`src/rtl/fuel_dispense_ctrl.sv`:
```
// Fuel dispenser transaction controller: drives the fuel counter's start/stop,
// stops it exactly on the preset volume and reports dispensed volume and cost.
//
// state        | meaning
// -------------+-------------------------------------------------------------
// S_IDLE       | no transaction, waiting for a preset
// S_ARMED      | preset latched, waiting for nozzle lift + trigger
// S_DISPENSING | counter enabled, watching target / nozzle / trigger
// S_PAUSED     | trigger released, counter held, pause timer running
// S_DONE       | transaction closed, results frozen until the next preset
module fuel_dispense_ctrl #(
    parameter int VOL_W         = 8,
    parameter int PRICE_W       = 8,
    parameter int COST_W        = 16,
    parameter int PAUSE_TIMEOUT = 1000
) (
    input  logic               clk,
    input  logic               reset,
    input  logic               preset_valid,
    input  logic [VOL_W-1:0]   preset_volume,
    input  logic [PRICE_W-1:0] unit_price,
    input  logic               nozzle_lift,
    input  logic               trigger,
    input  logic [VOL_W-1:0]   fuel_amount,
    output logic               start,
    output logic               stop,
    output logic               busy,
    output logic               done,
    output logic               preset_err,
    output logic [VOL_W-1:0]   dispensed,
    output logic [COST_W-1:0]  cost
);

    localparam int TMR_W = (PAUSE_TIMEOUT > 1) ? $clog2(PAUSE_TIMEOUT) : 1;
    localparam logic [TMR_W-1:0] TMR_LAST = TMR_W'(PAUSE_TIMEOUT - 1);

    typedef enum logic [2:0] {
        S_IDLE,
        S_ARMED,
        S_DISPENSING,
        S_PAUSED,
        S_DONE
    } state_t;

    state_t             state, state_nxt;
    logic [VOL_W-1:0]   base_q, preset_q, vol_diff;
    logic [PRICE_W-1:0] price_q;
    logic [TMR_W-1:0]   timer_q;
    logic               preset_ok;
    logic               latch_preset, latch_base, clear_result, track_result;
    logic               timer_clr, timer_inc;
    logic               start_nxt, stop_nxt, err_nxt, busy_nxt, done_nxt;

    // Modular difference keeps a counter wrap inside a transaction invisible.
    assign vol_diff  = fuel_amount - base_q;
    assign preset_ok = preset_valid && (preset_volume != '0);

    always_comb begin
        state_nxt    = state;
        latch_preset = 1'b0;
        latch_base   = 1'b0;
        clear_result = 1'b0;
        err_nxt      = 1'b0;
        timer_clr    = 1'b0;
        timer_inc    = 1'b0;

        unique case (state)
            S_IDLE, S_DONE: begin
                if (preset_valid) begin
                    if (preset_ok) begin
                        latch_preset = 1'b1;
                        clear_result = 1'b1;
                        state_nxt    = S_ARMED;
                    end else begin
                        err_nxt = 1'b1;
                    end
                end
            end
            S_ARMED: begin
                if (preset_valid) begin
                    latch_preset = preset_ok;
                    err_nxt      = !preset_ok;
                end
                if (nozzle_lift && trigger) begin
                    latch_base = 1'b1;
                    state_nxt  = S_DISPENSING;
                end
            end
            S_DISPENSING: begin
                // Stop is raised one count early: the counter still takes this edge.
                if (vol_diff == preset_q - VOL_W'(1)) begin
                    state_nxt = S_DONE;
                end else if (!nozzle_lift) begin
                    state_nxt = S_DONE;
                end else if (!trigger) begin
                    state_nxt = S_PAUSED;
                    timer_clr = 1'b1;
                end
            end
            S_PAUSED: begin
                if (!nozzle_lift) begin
                    state_nxt = S_DONE;
                end else if (trigger) begin
                    state_nxt = S_DISPENSING;
                    timer_clr = 1'b1;
                end else if (timer_q == TMR_LAST) begin
                    state_nxt = S_DONE;
                end else begin
                    timer_inc = 1'b1;
                end
            end
            default: state_nxt = S_IDLE;
        endcase
    end

    always_comb begin
        start_nxt = 1'b0;
        stop_nxt  = 1'b0;
        unique case (state_nxt)
            S_DISPENSING: start_nxt = 1'b1;
            S_PAUSED: begin
                start_nxt = 1'b1;
                stop_nxt  = 1'b1;
            end
            S_DONE: begin
                start_nxt = (state == S_DISPENSING);
                stop_nxt  = (state == S_DISPENSING);
            end
            default: ;
        endcase
        busy_nxt = (state_nxt == S_ARMED) || (state_nxt == S_DISPENSING) ||
                   (state_nxt == S_PAUSED);
        done_nxt = (state_nxt == S_DONE) && (state != S_DONE);
    end

    // The first DONE cycle still tracks, catching the count taken on the stop edge.
    assign track_result = (state == S_DISPENSING) || (state == S_PAUSED) ||
                          ((state == S_DONE) && done);

    always_ff @(posedge clk) begin
        if (!reset) begin
            state      <= S_IDLE;
            start      <= 1'b0;
            stop       <= 1'b0;
            busy       <= 1'b0;
            done       <= 1'b0;
            preset_err <= 1'b0;
            dispensed  <= '0;
            cost       <= '0;
            base_q     <= '0;
            preset_q   <= '0;
            price_q    <= '0;
            timer_q    <= '0;
        end else begin
            state      <= state_nxt;
            start      <= start_nxt;
            stop       <= stop_nxt;
            busy       <= busy_nxt;
            done       <= done_nxt;
            preset_err <= err_nxt;
            if (latch_preset) begin
                preset_q <= preset_volume;
                price_q  <= unit_price;
            end
            if (latch_base) begin
                base_q <= fuel_amount;
            end
            if (timer_clr) begin
                timer_q <= '0;
            end else if (timer_inc) begin
                timer_q <= timer_q + TMR_W'(1);
            end
            if (clear_result) begin
                dispensed <= '0;
                cost      <= '0;
            end else if (track_result) begin
                dispensed <= vol_diff;
                cost      <= COST_W'(vol_diff) * COST_W'(price_q);
            end
        end
    end

endmodule

```
`config.mk`:
```
export PLATFORM = sky130hd
export DESIGN_NAME = fuel_dispense_ctrl
export DESIGN_NICKNAME = d
export VERILOG_FILES = /design/src/rtl/fuel_dispense_ctrl.sv
export SDC_FILE = /design/constraint.sdc
export NUM_CORES = 1
export LEC_CHECK = 0
export CORE_MARGIN = 5
export CORE_UTILIZATION = 62
export CTS_CLUSTER_SIZE = 25
export DETAILED_ROUTE_END_ITERATION = 10
export GPL_TIMING_DRIVEN = 0
export PLACE_DENSITY = 0.87
export SLEW_MARGIN = 20
export SYNTH_ARGS = -nofsm -noshare
export SYNTH_HDL_FRONTEND = slang
export SYNTH_SLANG_ARGS = --single-unit
```
`constraint.sdc`:
```
create_clock -name clk -period 11.5 [get_ports clk]
set_clock_uncertainty 0.2 [all_clocks]
set_input_delay 2.3 -clock clk [delete_from_list [all_inputs] [get_ports clk]]
set_output_delay 2.3 -clock clk [all_outputs]
set_load 0.02 [all_outputs]
```
==> run_results.csv, run 1 <==
group,metric,value,unit
synthesis,ys_warn_count,0,
finish,num_antenna_cells,0,
routing,drt-initial-drc-count,225,
setup_path,timing.critical_path.to,"cost[11]",
placed_design,placed_cell_area,0.00596,sq mm
setup_path,slowest_stage,"fa_1",
run,maxCapViolCount,0,
die,core-area,0.00822,sq mm
power,p_leak,2.69,nW
clock_network,clk_latency,0.36,ns
routing,ant_nets,0,
synthesis,syn-num-nets,719,
synthesis,netlist_top_cells_area,"dfxtp_1 (25%), fa_1 (14%), ha_1 (11%)",
clock_network,cts_hold_buf,0,
clock_network,cts-htree-levels,3,
routing,wl_per_cell,15.8,um
finish,mostFrequentLayoutCells,"inv_1 (73), dfxtp_1 (66), nand2_1 (64)",
placed_design,io_buffer_count,57,
placed_design,gp_congestion,0.892,
die,die-area,0.0104,sq mm
sta,min_period_over_period,72.3,%
finish,fin_area,0.00619,sq mm
synthesis,synth-seq-area-share,25.2,%
setup_path,reg2reg_from,"base_q[4]",
grt,grt_pass1_vias,4555,
clock_network,clock-root-buffer,"clkbuf_8",
setup_path,critPathKind,"in2reg",
clock_network,clkSlewWorstSetupHoldPaths,0.07,ns
routing,dr_total_vias,4486,
setup_path,critical_path.cell_chain,"clkdlybuf4s50_1 -> inv_1 -> ha_1 -> inv_1 -> fa_1 -> a211o_1 -> o21ai_1 -> xnor2_1 -> nand2_1 -> fa_1 -> fa_1 -> inv_1 -> fa_1 -> inv_1 -> fa_1 -> inv_1 -> ha_1 -> o21ai_0 -> a211oi_1 -> nor3_1 -> or3b_2 -> a21oi_1",
setup_path,endpoint_kind,"register",
synthesis,avgSynthCellArea,8.64,sq um
setup_path,cp_data_arrival_time,8.40,ns
grt,grt_first_pass_wirelength,20700,um
clock_network,cts_buffers,9,
synthesis,netlist_instances,608,
power,ir_drop,63.5,uV
routing,drc,0,
sta,setup_viol,0,
status,status,"completed",
sta,rsz0062_at_grt,"false",
finish,nets,787,
sta,maxSlewHeadroom,35.6,%
setup_path,startpoint,"fuel_amount[0]",
synthesis,synth_area,0.00525,sq mm
die,die_y,102,um
sta,finalHoldViolCount,0,
sta,period_needed,8.32,ns
setup_path,slowest_delay,0.53,ns
sta,slew_viol_final,0,
die,io_pins,58,
routing,drt-total-wl,12400,um
sta,setup_tns,0,ns
finish,drive_above_1_share,4.26,%
sta,tightest_slew,0.960,ns
grt,overflow,0,
sta,max_freq,0.120,GHz
synthesis,synthFlopType,"dfxtp_1",
synthesis,yosys_register_bits,66,
clock_network,ctsResizeCount,0,
clock_network,cts_tree,"built",
synthesis,synth_top_area_share,25.2,%
routing,firstDrtPassIters,8,
finish,syn_to_final_growth,17.9,%
grt,antenna_found_initial,0,
setup_path,cp_max_fo,9,
sta,fin_hold_ws,0.254,ns
clock_network,post_cts_buffers,0,
synthesis,synth_edf_count,0,
setup_path,r2r_setup_slack,5.21,ns
grt,grt_max_degree,13,
routing,viasPerCell,5.71,
synthesis,synth_cell_types,56,
finish,layout.cells.most_common,"inv_1",
clock_network,clock-sinks,66,
worst_hold_path,hold_path_class,"reg2reg",
die,die_x,102,um
setup_path,required,11.58,ns
clock_network,clockBufferDepth,2,
setup_path,start_kind,"primary input",
die,fp-row-count,33,
setup_path,r2r_cells,22,
grt,grt_use_total,25.0,%
power,p_per_area,111,mW/mm^2
setup_path,r2r-end,"cost[11]",
synthesis,yosysTopAreaCell,"dfxtp_1",
die,start_util,63.9,%
placed_design,hpwl,9460,um
synthesis,async_flop_share,0,%
[cell usage after synthesis, drive strengths merged (2+ instances only)]
cell	number
inv	73
dfxtp	66
nand2	64
nor2	49
and2	45
ha	45
a21oi	40
fa	37
nand3	18
xnor2	18
mux2i	17
xor2	15
o21ai	14
clkbuf	13
nor3	13
nor2b	12
o21a	6
a211oi	5
nand2b	5
and3	4
nand3b	4
nor3b	4
or4	4
a21o	3
buf	3
xnor3	3
a21boi	2
a311oi	2
nand4	2
nor4	2
o31ai	2
or3	2
[through the flow]
step                      std cells  power, W  setup slack, ns  utilization [%]
final                           786  0.000687             3.18             75.3
after global routing            786  0.000730             2.83             75.3
after CTS                       786  0.000688             3.22             75.3
after detailed placement        770  0.000460             2.91             72.6
after global placement          770  0.000449             3.07             72.5
after floorplan                 608  0.000404             3.95                -
[worst max-delay path, delay by kind of cell]
family | cells | cell delay (ns)
buf+inv | 6 | 0.68
simple gates | 3 | 0.75
xor+xnor | 1 | 0.47
compound gates | 5 | 1.23
fa+ha+maj | 7 | 2.95
[power breakdown]
group	leakage [nW]	internal [W]	switching, W	total (W)
logic	2.04	0.0000933	0.000124	0.000217
clock network	0.112	0.000128	0.0000993	0.000228
registers	0.536	0.000234	0.00000821	0.000242
[routing by layer]
metal / global-route usage (%) / up-vias / part of all wire [%] / wire (um)
met4: 10.6 / 0 / 3.0 / 377
met2: 46.0 / 132 / 53 / 6640
li1: - / 2132 / - / -
met1: 28.9 / 2186 / 39 / 4870
met3: 3.41 / 36 / 4.5 / 555
met5: 0 / - / 0 / 0
[how the worst min path moves through the flow]
stage,startpoint,endpoint,cells after the start
after global placement,cost[2],cost[2],2
after global routing,dispensed[5],dispensed[5],2
after floorplan,preset_q[7],preset_q[7],2
after CTS,cost[0],cost[0],2
final,cost[6],cost[6],2
after detailed placement,cost[0],cost[0],2
[logic make-up (layout without fill, tap and decap cells)]
kind of cell	Yosys count	in the layout	synth area share [%]
DFF	66	66	25.2
adders and majority gates	82	82	24.8
AOI/OAI and AO/OA	85	85	10.9
buffers and inverters	89	162	6.38
and+or+nand+nor	233	233	22.7
xor gates and xnor gates	36	36	6.84
muxes	17	17	3.24
[flip-flops by register name, summed over array words and instances, names as in the netlist]
signal	cells
done	1
preset_err	1
busy	1
start	1
price_q	8
timer_q	10
base_q	8
stop	1
dispensed	8
state	3
preset_q	8
cost	16
[cell type report]
cell class	instances	area (sq um)
clock inverter	6	90.1
timing repair buffer	57	571
inverter	73	274
clock buffer	10	138
sequential	66	1320
fill	583	2030
tap	105	131
multi-input combinational	453	3600
buffer	16	61.3
Power figures use the tool's default switching activity.
==> run 2: changes to the inputs <==
--- a/config.mk
+++ b/config.mk
@@ -6,11 +6,11 @@
 export NUM_CORES = 1
 export LEC_CHECK = 0
 export CORE_MARGIN = 5
-export CORE_UTILIZATION = 62
+export CORE_UTILIZATION = 52
 export CTS_CLUSTER_SIZE = 25
 export DETAILED_ROUTE_END_ITERATION = 10
 export GPL_TIMING_DRIVEN = 0
-export PLACE_DENSITY = 0.87
+export PLACE_DENSITY = 0.77
 export SLEW_MARGIN = 20
 export SYNTH_ARGS = -nofsm -noshare
 export SYNTH_HDL_FRONTEND = slang
==> constraint.sdc (replaced) <==
create_clock -name clk -period 7.4 [get_ports clk]
set_clock_uncertainty 0.2 [all_clocks]
set_input_delay 1.48 -clock clk [delete_from_list [all_inputs] [get_ports clk]]
set_output_delay 1.48 -clock clk [all_outputs]
set_load 0.02 [all_outputs]
==> run 2 against run 1 <==
  * First-iteration DRC count down 20%
  * Power up 56%
  * Largest cell class unchanged
  * Via count down 2.6%
  * Sequential cell count unchanged
==> run_results.csv, run 2 (synthesis gave the netlist of run 1 again) <==
group,metric,value,unit
setup_path,cp_data_arrival_time,7.18,ns
power,seq_power_share,35.0,%
run,maxCapViolCount,0,
grt,grt_max_degree,13,
status,status,"completed",
setup_path,reg2reg_from,"base_q[0]",
finish,regMostFlops,"cost",
sta,setup_tns,0,ns
routing,drc,0,
setup_path,r2r_cells,21,
die,fp-row-count,36,
setup_path,startpoint,"fuel_amount[0]",
setup_path,cp_max_fo,6,
clock_network,clock-sinks,66,
sta,setup_viol,0,
sta,min_period_over_period,95.7,%
power,power_frac_clock,32.9,%
placed_design,io_buffer_count,57,
setup_path,endpoint_kind,"register",
die,die_x,111,um
power,ir_drop,109,uV
die,start_util,53.5,%
setup_path,start_kind,"primary input",
placed_design,gp_congestion,0.896,
sta,slew_viol_final,0,
routing,ant_nets,0,
routing,wl_per_cell,14.6,um
finish,nets,794,
sta,max_freq,0.141,GHz
die,die_y,111,um
routing,drt-initial-drc-count,180,
clock_network,cts_hold_buf,0,
grt,grt_first_pass_wirelength,20800,um
clock_network,clockBufferDepth,2,
sta,tightest_slew,0.786,ns
grt,grt_use_total,20.5,%
power,p_leak,2.74,nW
grt,grt_pass1_vias,4494,
sta,finalHoldViolCount,0,
finish,syn_to_final_growth,20.8,%
sta,period_needed,7.09,ns
routing,firstDrtPassIters,4,
power,intPower,0.000717,W
finish,mostFrequentLayoutCells,"inv_1 (73), dfxtp_1 (66), nand2_1 (64)",
clock_network,cts-htree-levels,3,
clock_network,cts_buffers,9,
setup_path,r2r-end,"cost[11]",
routing,drt-total-wl,12000,um
finish,largestRegisters,"cost (16), timer_q (10)",
power,power.share.switching,33.3,%
finish,largest_register_ff_count,16,
setup_path,required,7.50,ns
finish,drive_above_1_share,6.54,%
finish,num_antenna_cells,0,
power,total_power,0.00107,W
routing,viasPerCell,5.32,
die,core-area,0.00982,sq mm
clock_network,clk_latency,0.37,ns
sta,maxSlewHeadroom,47.2,%
power,p_sw,0.000358,W
power,comb_power_share,32.0,%
setup_path,r2r_setup_slack,1.56,ns
finish,fin_util,64.6,%
grt,overflow,0,
clock_network,clock-root-buffer,"clkbuf_8",
power,p_per_area,169,mW/mm^2
clock_network,clkSlewWorstSetupHoldPaths,0.08,ns
routing,dr_total_vias,4368,
clock_network,cts_tree,"built",
die,io_pins,58,
placed_design,hpwl,9160,um
sta,setup_ws,0.315,ns
placed_design,place_ws,-0.238,ns
die,die-area,0.0122,sq mm
setup_path,critPathKind,"in2reg",
finish,layout.cells.most_common,"inv_1",
setup_path,timing.critical_path.to,"cost[11]",
grt,antenna_found_initial,0,
worst_hold_path,hold_path_class,"reg2reg",
[run 2: changes by cell type in the layout (fill, tap and decap cells not counted), moves of 2 or more]
cell,previous run,this run
xnor2_1,18,15
a311oi_2,0,2
a311oi_1,2,0
xnor2_2,0,3
buf_4,0,7
[run 2: what timing repair did]
item | CTS | global route
endpoints found under the setup margin | 0 | 6
resized for setup | 0 | 11
setup buffers | 0 | 7
[run 2: final cells by class]
type / count / area, sq um
fill: 859 / 3480
multi-input combinational: 453 / 3670
buffer: 16 / 61.3
clock buffer: 10 / 138
sequential: 66 / 1320
inverter: 73 / 274
clock inverter: 6 / 90.1
tap: 133 / 166
timing repair buffer: 64 / 623
[run 2: per-layer routing]
layer  track usage [%]  share of wire (%)  vias up
met5                 0                  0        -
met4              7.06                2.0        0
met3              4.43                3.9       21
met2              36.4                 51       88
met1              24.3                 43     2112
li1                  -                  -     2147
[run 2: stage by stage]
step | cells | area (sq um) | hold WS, ns
finish | 821 | 6340 | 0.256
CTS | 814 | 6230 | 0.256
global route | 821 | 6340 | 0.278
global placement | 798 | 5990 | 0.244
floorplan | 608 | 5250 | 0.237
detailed placement | 798 | 6000 | 0.246
[run 2: power by group through the flow]
stage	clock [W]	combinational, W	sequential (W)
final	0.000354	0.000344	0.000376
after global routing	0.000374	0.000393	0.000378
after CTS	0.000359	0.000330	0.000376
after detailed placement	0	0.000327	0.000384
after global placement	0	0.000317	0.000384
after floorplan	0	0.000245	0.000383
[run 2: critical path, cell delays in order]
cell and delay [ns]:
clkdlybuf4s50_1 0.42, inv_1 0.06, ha_1 0.16, inv_1 0.06, fa_2 0.37, a211o_1 0.31
o21ai_1 0.23, xnor2_2 0.20, and2_1 0.22, fa_1 0.55, fa_1 0.44, fa_1 0.54
inv_1 0.05, fa_1 0.53, inv_1 0.04, ha_1 0.33, nor2_1 0.12, nor2_1 0.05
nor2_1 0.16, a211oi_2 0.07, o21ai_0 0.17, or3b_2 0.47, a21oi_1 0.15
[run 2: worst min-delay path by stage]
stage	startpoint	to	slack, ns	depth (start not counted)
floorplan	preset_q[7]	preset_q[7]	0.24	2
global placement	cost[10]	cost[10]	0.24	2
detailed placement	cost[1]	cost[1]	0.25	2
CTS	cost[1]	cost[1]	0.26	2
global route	cost[1]	cost[1]	0.28	2
finish	cost[1]	cost[1]	0.26	2
==> run 3: changes to the inputs <==
--- a/config.mk
+++ b/config.mk
@@ -10,8 +10,8 @@
 export CTS_CLUSTER_SIZE = 25
 export DETAILED_ROUTE_END_ITERATION = 10
 export GPL_TIMING_DRIVEN = 0
-export PLACE_DENSITY = 0.77
-export SLEW_MARGIN = 20
+export PLACE_DENSITY_LB_ADDON = 0.2
+export SKIP_CTS_REPAIR_TIMING = 1
 export SYNTH_ARGS = -nofsm -noshare
 export SYNTH_HDL_FRONTEND = slang
 export SYNTH_SLANG_ARGS = --single-unit
==> run 3 against run 2 <==
  * Global-route usage decreased by 0.071 points
  * Count of clock-buffer cells in the layout increased by 1
  * Die area unchanged
  * Register-to-register slack better by 0.03 ns
  * Combinational power hardly changed
  * Maximum frequency rose by 0.16%
  * Critical path type unchanged
==> run_results.csv, run 3 (synthesis gave the netlist of run 1 again) <==
group,metric,value,unit
finish,mostFrequentLayoutCells,"inv_1 (73), dfxtp_1 (66), nand2_1 (64)",
finish,regMostFlops,"cost",
setup_path,critical_path.cell_chain,"clkdlybuf4s50_1 -> inv_1 -> ha_1 -> inv_1 -> fa_2 -> a211o_1 -> a2111oi_2 -> nand3b_4 -> and2_1 -> fa_1 -> fa_1 -> fa_1 -> inv_1 -> fa_1 -> inv_1 -> ha_1 -> nor2_1 -> nor2_1 -> nor2_1 -> a211oi_2 -> o21ai_0 -> or3b_2 -> a21oi_1",
die,die_x,111,um
finish,drive_above_1_share,5.99,%
sta,min_period_over_period,95.6,%
power,ir_drop,95.2,uV
finish,fin_util,64.0,%
grt,grt_pass1_vias,4540,
setup_path,cp_top_family,"adder cells",
clock_network,clockBufferDepth,2,
routing,drt-total-wl,11700,um
setup_path,required,7.48,ns
finish,nets,791,
setup_path,start_kind,"primary input",
grt,overflow,0,
setup_path,slowest_stage,"fa_1",
die,fp-row-count,36,
clock_network,clkSlewWorstSetupHoldPaths,0.07,ns
routing,firstDrtPassIters,4,
clock_network,clock-sinks,66,
sta,tightest_slew,0.855,ns
routing,wl_met2,6040,um
grt,antenna_found_initial,0,
routing,drc,0,
routing,wl_per_cell,14.3,um
clock_network,cts-htree-levels,3,
routing,wl_met1,5030,um
grt,grt_first_pass_wirelength,20800,um
die,io_pins,58,
sta,finalHoldViolCount,0,
die,start_util,53.5,%
routing,viasPerCell,5.29,
sta,slew_viol_final,0,
clock_network,clock-root-buffer,"clkbuf_8",
sta,max_freq,0.141,GHz
status,status,"completed",
sta,fin_hold_ws,0.250,ns
routing,ant_nets,0,
routing,dr_total_vias,4326,
clock_network,cts_tree,"built",
sta,setup_viol,0,
sta,maxSlewHeadroom,42.5,%
finish,fin_cells,818,
finish,nFillCells,886,
clock_network,clk_latency,0.36,ns
run,maxCapViolCount,0,
setup_path,endpoint_kind,"register",
finish,syn_to_final_growth,19.6,%
placed_design,io_buffer_count,57,
setup_path,cp_data_arrival_time,7.16,ns
finish,layout.cells.most_common,"inv_1",
setup_path,slowest_delay,0.56,ns
routing,drt-initial-drc-count,180,
sta,setup_tns,0,ns
die,die_y,111,um
placed_design,dp.cells,798,
sta,period_needed,7.07,ns
clock_network,cts_buffers,9,
placed_design,hpwl,9170,um
routing,wl_met3,418,um
die,core-area,0.00982,sq mm
placed_design,gp_congestion,0.825,
worst_hold_path,hold_path_class,"reg2reg",
power,p_leak,2.71,nW
grt,grt_max_degree,12,
finish,largest_register_ff_count,16,
grt,grt_use_total,20.4,%
finish,largestRegisters,"cost (16), timer_q (10)",
setup_path,critPathKind,"in2reg",
routing,top_layer,"met4",
die,die-area,0.0122,sq mm
finish,num_antenna_cells,0,
setup_path,critPathBufInv,5,
power,p_per_area,162,mW/mm^2
setup_path,cp_max_fo,6,
## run 3: cell types whose count changed in the layout (fill, tap and decap cells not counted), sizes merged
cell / change
clkinvlp: +1
clkinv: -1
buf: -2
bufinv: -1
## run 3: worst register-to-register path, stage by stage, from the launching register on
cell       delay (ns)
dfxtp_1          0.34
ha_1             0.15
inv_1            0.06
fa_2             0.37
a211o_1          0.33
a2111oi_2        0.31
nand3b_4         0.24
and2_1           0.16
fa_1             0.42
fa_1             0.49
fa_1             0.56
inv_1            0.06
fa_1             0.53
inv_1            0.04
ha_1             0.34
nor2_1           0.13
nor2_1           0.06
nor2_1           0.16
a211oi_2         0.07
o21ai_0          0.15
or3b_2           0.45
a21oi_1          0.14
## run 3: metal layers
metal / GRT usage (%) / vias to the layer above
li1: - / 2137
met1: 24.5 / 2104
met2: 36.3 / 64
met3: 4.05 / 21
met4: 6.98 / 0
met5: 0 / -
## run 3: cell type report
cell class              instances  area [sq um]  area share [%]
repair buffers                 62           608            9.68
plain buffers                  15          57.6           0.916
clock inverters                 5          55.1           0.876
flip-flops and latches         66          1320            21.0
inverters                      73           274            4.36
well taps                     133           166            2.65
multi-input cells             453          3670            58.4
clock buffers                  11           131            2.09
## run 3: path summary, 6_finish.rpt
kind,from,depth (start not counted),slack [ns],to
setup / recovery,fuel_amount[0],23,0.33,cost[11]
hold / removal,cost[10],2,0.25,cost[10]
setup reg to reg,base_q[0],21,1.59,cost[11]
hold reg to reg,cost[10],2,0.25,cost[10]
## run 3: power breakdown
part           switching [W]  total (W)  leakage [nW]  internal, W
Combinational       0.000192   0.000344          2.09     0.000153
Sequential         0.0000122   0.000376         0.536     0.000364
Clock               0.000146   0.000300        0.0893     0.000155
## run 3: through the flow
step | power [W] | cell area, sq um | worst slack [ns]
2_1_floorplan | 0.000628 | 5250 | 0.668
6_report | 0.00102 | 6280 | 0.326
3_5_place_dp | 0.000716 | 5990 | -0.439
4_1_cts | 0.00102 | 6180 | -0.0925
3_3_place_gp | 0.000703 | 5990 | -0.267
5_1_grt | 0.00110 | 6280 | -0.0202
